**config.mk**
```make
export PLATFORM = sky130hd
export DESIGN_NAME = chunked_add_sub
export DESIGN_NICKNAME = d
export VERILOG_FILES = /design/src/rtl/alu_pkg.sv /design/src/rtl/chunk_adder.sv /design/src/rtl/chunked_add_sub.sv
export SDC_FILE = /design/constraint.sdc
export NUM_CORES = 1
export LEC_CHECK = 0
export ABC_AREA = 1
export CORE_ASPECT_RATIO = 0.6
export CORE_MARGIN = 3
export CORE_UTILIZATION = 54
export DETAILED_ROUTE_END_ITERATION = 6
export PLACE_DENSITY_LB_ADDON = 0.3
export SLEW_MARGIN = 5
export SYNTH_ARGS = -nofsm -noshare
export SYNTH_HDL_FRONTEND = slang
export SYNTH_SLANG_ARGS = --single-unit
```
**constraint.sdc**
```tcl
create_clock -name clk -period 4.1 [get_ports clk]
set_input_delay 0.41 -clock clk [delete_from_list [all_inputs] [get_ports clk]]
set_output_delay 0.41 -clock clk [all_outputs]
set_load 0.02 [all_outputs]
```
**src/rtl/alu_pkg.sv**
```systemverilog
// Shared definitions for the chunked adder/subtractor:
//   state_t  - FSM state encoding (IDLE / RUN / DONE)
//   OP_ADD / OP_SUB - encoding of the op input
//   flags_t  - registered status flag bundle
package alu_pkg;

    typedef enum logic [1:0] {
        IDLE = 2'd0,
        RUN  = 2'd1,
        DONE = 2'd2
    } state_t;

    localparam logic OP_ADD = 1'b0;
    localparam logic OP_SUB = 1'b1;

    typedef struct packed {
        logic carry;
        logic sign;
        logic zero;
        logic parity;
        logic overflow;
    } flags_t;

endpackage

```
**src/rtl/chunk_adder.sv**
```systemverilog
// Combinational CHUNK-bit ripple-carry adder built from full-adder cells.
// Ports:
//   cin  - carry into bit 0
//   a, b - CHUNK-bit addends
//   s    - CHUNK-bit sum
//   cout - carry out of the top bit
module chunk_adder #(
    parameter int CHUNK = 4
) (
    input  logic             cin,
    input  logic [CHUNK-1:0] a,
    input  logic [CHUNK-1:0] b,
    output logic [CHUNK-1:0] s,
    output logic             cout
);

    logic [CHUNK:0] c;

    assign c[0] = cin;

    generate
        for (genvar gi = 0; gi < CHUNK; gi++) begin : g_fa
            assign s[gi]   = a[gi] ^ b[gi] ^ c[gi];
            assign c[gi+1] = (a[gi] & b[gi]) | (c[gi] & (a[gi] ^ b[gi]));
        end
    endgenerate

    assign cout = c[CHUNK];

endmodule

```
**src/rtl/chunked_add_sub.sv**
```systemverilog
// Multi-cycle adder/subtractor. A WIDTH-bit operand pair is processed CHUNK
// bits per clock through one shared chunk_adder; the inter-chunk carry lives
// in a register. Result and flags are registered when the last chunk is done.
// Ports:
//   clk, rst             - clock, synchronous active-high reset
//   in_valid / in_ready  - operand handshake (in_ready only in IDLE)
//   x, y, op             - operands; op 0 = x+y, 1 = x-y
//   out_valid / out_ready- result handshake (out_valid only in DONE)
//   z                    - result
//   carry, sign, zero, parity, overflow - status flags
module chunked_add_sub
    import alu_pkg::*;
#(
    parameter int WIDTH = 16,
    parameter int CHUNK = 4
) (
    input  logic             clk,
    input  logic             rst,
    input  logic             in_valid,
    output logic             in_ready,
    input  logic [WIDTH-1:0] x,
    input  logic [WIDTH-1:0] y,
    input  logic             op,
    output logic             out_valid,
    input  logic             out_ready,
    output logic [WIDTH-1:0] z,
    output logic             carry,
    output logic             sign,
    output logic             zero,
    output logic             parity,
    output logic             overflow
);

    localparam int N  = WIDTH / CHUNK;
    localparam int CW = (N > 1) ? $clog2(N) : 1;

    state_t           state_reg, state_next;
    logic [WIDTH-1:0] x_reg;
    logic [WIDTH-1:0] yeff_reg;
    logic [WIDTH-1:0] z_acc_reg;
    logic [WIDTH-1:0] z_reg;
    logic             carry_reg;
    logic [CW-1:0]    cnt_reg;
    flags_t           flags_reg;

    logic [CHUNK-1:0] a_chunk, b_chunk, s_chunk;
    logic             cout_chunk;
    logic [WIDTH-1:0] z_full;
    logic             is_last;
    logic             accept;
    flags_t           flags_next;
    int               idx;

    // in_ready is gated by rst so it reads 0 for the whole reset cycle,
    // even though state is already IDLE.
    assign in_ready  = (state_reg == IDLE) && !rst;
    assign out_valid = (state_reg == DONE);
    assign accept    = in_valid && in_ready;
    assign is_last   = (cnt_reg == CW'(N - 1));

    always_comb begin
        idx     = int'(cnt_reg) * CHUNK;
        a_chunk = x_reg[idx +: CHUNK];
        b_chunk = yeff_reg[idx +: CHUNK];
    end

    chunk_adder #(.CHUNK(CHUNK)) u_chunk_adder (
        .cin  (carry_reg),
        .a    (a_chunk),
        .b    (b_chunk),
        .s    (s_chunk),
        .cout (cout_chunk)
    );

    // Complete result as it will look once the current chunk is written;
    // flags on the final edge are derived from this rather than z_acc_reg.
    always_comb begin
        z_full              = z_acc_reg;
        z_full[idx +: CHUNK] = s_chunk;
        flags_next.carry    = cout_chunk;
        flags_next.sign     = z_full[WIDTH-1];
        flags_next.zero     = ~|z_full;
        flags_next.parity   = ~^z_full;
        flags_next.overflow = (x_reg[WIDTH-1] == yeff_reg[WIDTH-1]) &&
                              (z_full[WIDTH-1] != x_reg[WIDTH-1]);
    end

    always_comb begin
        state_next = state_reg;
        case (state_reg)
            IDLE:    if (accept)    state_next = RUN;
            RUN:     if (is_last)   state_next = DONE;
            DONE:    if (out_ready) state_next = IDLE;
            default:                state_next = IDLE;
        endcase
    end

    always_ff @(posedge clk) begin
        if (rst) begin
            state_reg <= IDLE;
            x_reg     <= '0;
            yeff_reg  <= '0;
            z_acc_reg <= '0;
            z_reg     <= '0;
            carry_reg <= 1'b0;
            cnt_reg   <= '0;
            flags_reg <= '0;
        end else begin
            state_reg <= state_next;
            if (state_reg == IDLE && accept) begin
                x_reg     <= x;
                yeff_reg  <= (op == OP_SUB) ? ~y : y;
                carry_reg <= (op == OP_SUB);
                cnt_reg   <= '0;
            end else if (state_reg == RUN) begin
                z_acc_reg <= z_full;
                carry_reg <= cout_chunk;
                cnt_reg   <= cnt_reg + 1'b1;
                if (is_last) begin
                    z_reg     <= z_full;
                    flags_reg <= flags_next;
                end
            end
        end
    end

    assign z        = z_reg;
    assign carry    = flags_reg.carry;
    assign sign     = flags_reg.sign;
    assign zero     = flags_reg.zero;
    assign parity   = flags_reg.parity;
    assign overflow = flags_reg.overflow;

endmodule

```
# Word level (Yosys, flattened, before mapping)
# Index checks and enable logic that the tools add are counted.
# Widths: inputs -> output; s select.
dict set report word_totals {
  regBits 74
  word_cells 70
  input_bits 37
  output_inout_bits 23
}
dict set report op_classes {
  reduce_logical 14
  eq_ne 8
  addsub 2
  n_mux 8
  n_shift 4
  n_bitwise 22
}
# cell n
set ops {}
lappend ops {{$neg 4->33} 1}
lappend ops {{$shift 4x33->16 const A} 1}
lappend ops {{$shiftx 4x33->16} 1}
lappend ops {{$shiftx 16x5->4} 2}
lappend ops {{$bwmux 16} 1}
lappend ops {{$mux 16} 1}
lappend ops {{$not 16->16} 1}
lappend ops {{$reduce_or 16->1} 1}
lappend ops {{$reduce_xnor 16->1} 1}
lappend ops {{$and 1x1->1} 8}
lappend ops {{$xor 1x1->1} 8}
lappend ops {{$mux 2} 3}
lappend ops {{$pmux 2 s3} 1}
lappend ops {{$reduce_and 3->1} 2}
lappend ops {{$eq 2x2->1 const B} 2}
lappend ops {{$logic_and 1x1->1} 4}
lappend ops {{$ne 2x2->1 const B} 2}
lappend ops {{$or 1x1->1} 4}
lappend ops {{$add 2x1->2 const B} 1}
lappend ops {{$eq 2x1->1 const B} 1}
lappend ops {{$logic_not 1->1} 2}
lappend ops {{$logic_not 2->1} 1}
lappend ops {{$mux 1} 2}
lappend ops {{$ne 2x1->1 const B} 1}
lappend ops {{6 further kinds} 6}

# Logic depth before layout (Yosys ltp)
dict set report depth {
  depth_word 13
  ltp_mapped 29
  ltp_nobuf 27
}

# By module
# A second synthesis with hierarchy kept.
dict set report unflattened {
  hier_cells 482
  hier_area_um2 3694.8
}
# module seq_area_each_um2 cells_per_inst n_inst area_per_inst_um2
set modules_own_cells {}
lappend modules_own_cells {chunked_add_sub 1461.4 468 1 3577.2}
lappend modules_own_cells {chunk_adder 0.0 14 1 117.6}

# Least setup slack after synthesis
# No wires, ideal clock.
dict set report synth_timing {
  kind {flip-flop to flip-flop}
  from {reg cnt_reg[0]}
  to {reg flags_reg, in the netlist parity}
  stages_incl_launch_ff 26
  period_less_slack_ns 3.708
  path_buffers 2
  required_time_ns 3.991
  arrival_ns 3.600
  setup_slack_ns 0.392
  setup_ns 0.109
  cell_sequence {dfxtp_1 -> buf_2 -> buf_2 -> o21ai_0 -> a21oi_1 -> fa_1 -> inv_1 -> fa_1 -> inv_1 -> fa_1 -> inv_1 -> fa_1 -> inv_1 -> nor2_1 -> inv_1 -> o22ai_1 -> inv_1 -> ha_1 -> xnor2_1 -> nand3_1 -> nand2_1 -> inv_1 -> nand2_1 -> nand3_1 -> nand2_1 -> inv_1}
}
dict set report synth_between {
  elab_chain_cells 12
  word_cells_on_any_way 26
  classes_between {add/sub (1); eq/ne (1); shift (4); mux (1); bitwise (17); reduce/logical (2)}
}
# element line
set synth_rtl {}
lappend synth_rtl {{start, declared} chunked_add_sub.sv:43} ;# logic [CW-1:0] cnt_reg;
lappend synth_rtl {{start signal, assigned} chunked_add_sub.sv:118} ;# cnt_reg <= cnt_reg + 1'b1;
lappend synth_rtl {{$shiftx 16x5->4, on equally long branches} {chunked_add_sub.sv:63, chunked_add_sub.sv:64}}
lappend synth_rtl {{$xor 1x1->1} {chunk_adder.sv:23, chunk_adder.sv:24}}
lappend synth_rtl {{$and 1x1->1} chunk_adder.sv:24} ;# assign c[gi+1] = (a[gi] & b[gi]) | (c[gi] & (a[gi] ^ b[gi]));
lappend synth_rtl {{$or 1x1->1} chunk_adder.sv:24}
lappend synth_rtl {{$and 1x1->1} chunk_adder.sv:24}
lappend synth_rtl {{$or 1x1->1} chunk_adder.sv:24}
lappend synth_rtl {{$and 1x1->1} chunk_adder.sv:24}
lappend synth_rtl {{$or 1x1->1} chunk_adder.sv:24}
lappend synth_rtl {{$xor 1x1->1} chunk_adder.sv:23} ;# assign s[gi] = a[gi] ^ b[gi] ^ c[gi];
lappend synth_rtl {{$shiftx 4x33->16} chunked_add_sub.sv:79} ;# z_full[idx +: CHUNK] = s_chunk;
lappend synth_rtl {{$bwmux 16} chunked_add_sub.sv:79}
lappend synth_rtl {{$reduce_xnor 16->1} chunked_add_sub.sv:83} ;# flags_next.parity = ~^z_full;
lappend synth_rtl {{end signal, assigned} chunked_add_sub.sv:121} ;# flags_reg <= flags_next;
lappend synth_rtl {{end, declared} chunked_add_sub.sv:44} ;# flags_t flags_reg;
# Several ways; a longest one is shown, not always the timed one.
# A chain may end at the register's enable or synchronous reset.

# Worst setup path after layout
# Ends and elaborated chain as after synthesis.

==> run metrics <==
outcome=finished clean; Starting Density=58.4%; Internal Power=0.00146 W; HP Class=reg -> reg; crit path cell chain=clkbuf_4, buf_4, o21ai_1, o22ai_1, fa_1, inv_1, fa_1, inv_1, fa_1, inv_1, nor2_2, inv_1, o22ai_1, inv_1, ha_1, xnor2_2, nand3_1, nand2_1, inv_1, nand2_1, nand3_1, nand2_1, inv_1; hold_sp=yeff_reg[7]; top cells by area, synth=dfxtp_1 39%, inv_1 10%, nand2_1 8.8%; H-tree Lvls=3; most frequent cell after synthesis=inv_1; FFs w/ async S/R, synth=0%; core area=6390 um2; critical path capture point type=register; Net Sw Frac=26.3%; placed insts=630; Via density=5.34; Num CTS Buffers=9; register area share after synthesis=39.2%; met3 global-route usage=7.45%; leakage=2.06 nW; fillers=494; met1 Usage GRT=34.6%; EDFF count, synth=0; Reg power frac=38.5%; f_max=260 MHz; area grow syn2layout=25.5%; hold_buf cts=0; pwr dens=425 nW/um2; Worst path slowest cell=fa_1; Final setup viols=0; Main synth FF type=dfxtp_1; CP Max Fanout=10; buffers and inverters on the worst path=9; logic gate share of total power=18.7%; VDD IR max=0.293 mV; clock share of power=42.8%; worst reg-to-reg path cell count=23; Tmin final=3840 ps; Hold Fails Final Rpt=0; num rows=22; kind of critical path=reg -> reg; fin area=4680 um2; Die ar.=7970 um2; total track usage=24.1%; DR pass1 iterations=5; Critical R2R Launch=cnt_reg[0]; r2r setup slk=260 ps; worst hold endpoint=yeff_reg[7]; CTS sink count=73; Slew Limit Fails=0; Total Nets Final=613; largest net degree at the start of global routing=40; Post-Syn Instances=507; antenna violations before repair=0; number of global-route vias before repair=3268; sw power=0.000523 W; Sum Neg Setup Slack=0 ps; Avg Cell Area, Syn=7.35 um2; DR DRC count=0; post-synth top area cell=dfxtp_1; final core utilization=73.3%; Routed WL per cell=14.2 um; global route total overflow=0; top-area cell type share of the netlist area=39.2%; IO Port Bufs=59; Die Y=70.4 um; CP arrival=4080 ps; Final period util=93.7%; Synth Net Count=561; n_diodes=0; Total Power=0.00199 W; layout cell share with drive strength beyond 1=7.09%; post-route ant nets=0; CP top delay family=adder cells; worst-margin pin slew=1130 ps; GR peak layer=met1; clk_skew=5.40 ps; synth cell count leaders=102 x inv_1, 87 x nand2_1, 73 x dfxtp_1; Post-Layout Cell Count=648; routed vias=3460; IO Pins=60; Post-Syn Area=3730 um2; final wirelength=9.22 mm; most frequent CP cell=inv_1; Die W=113 um; DP Area=4300 um2; Synthesis Warnings=0; Longest Clk Path Bufs=2; WP data required=4340 ps; CTS tree=built; #FFs+latches synth=73; Detailed Route Iter0 Violations=416; reg2reg end=parity; Min-Delay Path Depth=2; met2 Resource Use GR=34.5%; Detail Placement HPWL=6.57 mm; crit path launch type=register; clk_lat worst skew=340 ps; routability cong.=0.943; Root Driver=clkbuf_16; post-synthesis cell type count=31; Max stage delay on crit path=510 ps; first-pass GRT wire length=15.5 mm; max-cap violations=0; Max-slew headroom=24.6%; Worst-path clk slew=60 ps
==> area by class of cell <==
class                      count  area [um2]  area share [%]
multi-input combinational    302        1730            37.1
sequential                    73        1470            31.3
timing repair buffer          67         651            13.9
inverter                     106         398            8.50
clock buffer                  14         264            5.64
tap                           84         105            2.25
clock inverter                 2        60.1            1.28
==> through the flow <==
step / hold WS, ps / worst slack [ps]
floorplan: 423 / 392
global placement: 445 / 343
detailed placement: 451 / 86.5
CTS: 463 / 22.9
global route: 491 / -9.18
finish: 466 / 258
==> timing repair <==
| item | 4_1_cts | 5_1_grt |
|---|---|---|
| gates resized for setup | 0 | 12 |
| buffers inserted | 0 | 2 |
| hold endpoints to repair | 0 | 0 |
| endpoints found under the setup margin | 0 | 1 |
==> cell families (layout without fill, tap and decap cells) <==
family / after synthesis / in the layout / synth area share [%]
simple gates: 131 / 131 / 14.4
flops: 73 / 73 / 39.2
buf+inv: 132 / 189 / 15.1
xor+xnor: 19 / 19 / 4.46
compound gates: 135 / 135 / 20.3
fa+ha+maj: 17 / 17 / 6.51
==> worst min-delay path: stages (launching register included) <==
cell,delay [ps]
dfxtp_1,320
nand2_1,50
o21ai_0,60
==> layer usage <==
| layer | share of wire, % | routed length [um] | up-vias |
|---|---|---|---|
| met2 | 42 | 3860 | 152 |
| met1 | 47 | 4360 | 1576 |
| met5 | 0 | 0 | - |
| met3 | 9.4 | 868 | 19 |
| met4 | 1.5 | 136 | 0 |
| li1 | - | - | 1713 |
==> how the worst max path moves through the flow <==
| stage | start | to | depth (start not counted) |
|---|---|---|---|
| finish | cnt_reg[0] | parity | 23 |
| global route | cnt_reg[0] | parity | 23 |
| CTS | cnt_reg[0] | parity | 23 |
| detailed placement | cnt_reg[0] | parity | 22 |
| global placement | cnt_reg[0] | parity | 24 |
| floorplan | cnt_reg[0] | parity | 25 |
==> power by group through the flow <==
stage | Sequential, W | Combinational [W] | Clock [W]
global placement | 0.000780 | 0.000334 | 0
floorplan | 0.000774 | 0.000252 | 0
detailed placement | 0.000781 | 0.000348 | 0
finish | 0.000765 | 0.000372 | 0.000850
global route | 0.000768 | 0.000413 | 0.000893
CTS | 0.000766 | 0.000353 | 0.000858
==> layout by cell type, fill, tap and decap left out, types with 7 or more instances in the layout <==
master	netlist	routed
buf_4	8	7
ha_1	13	13
inv_1	102	102
o22ai_1	21	20
a21oi_1	42	40
clkbuf_16	0	9
xnor2_1	18	17
dfxtp_1	73	71
nand2_1	87	87
o211ai_1	16	16
nand3_1	14	13
o21ai_0	52	51
nor2_1	22	20
clkdlybuf4s50_1	0	59
(Power assumes the default switching activity.)
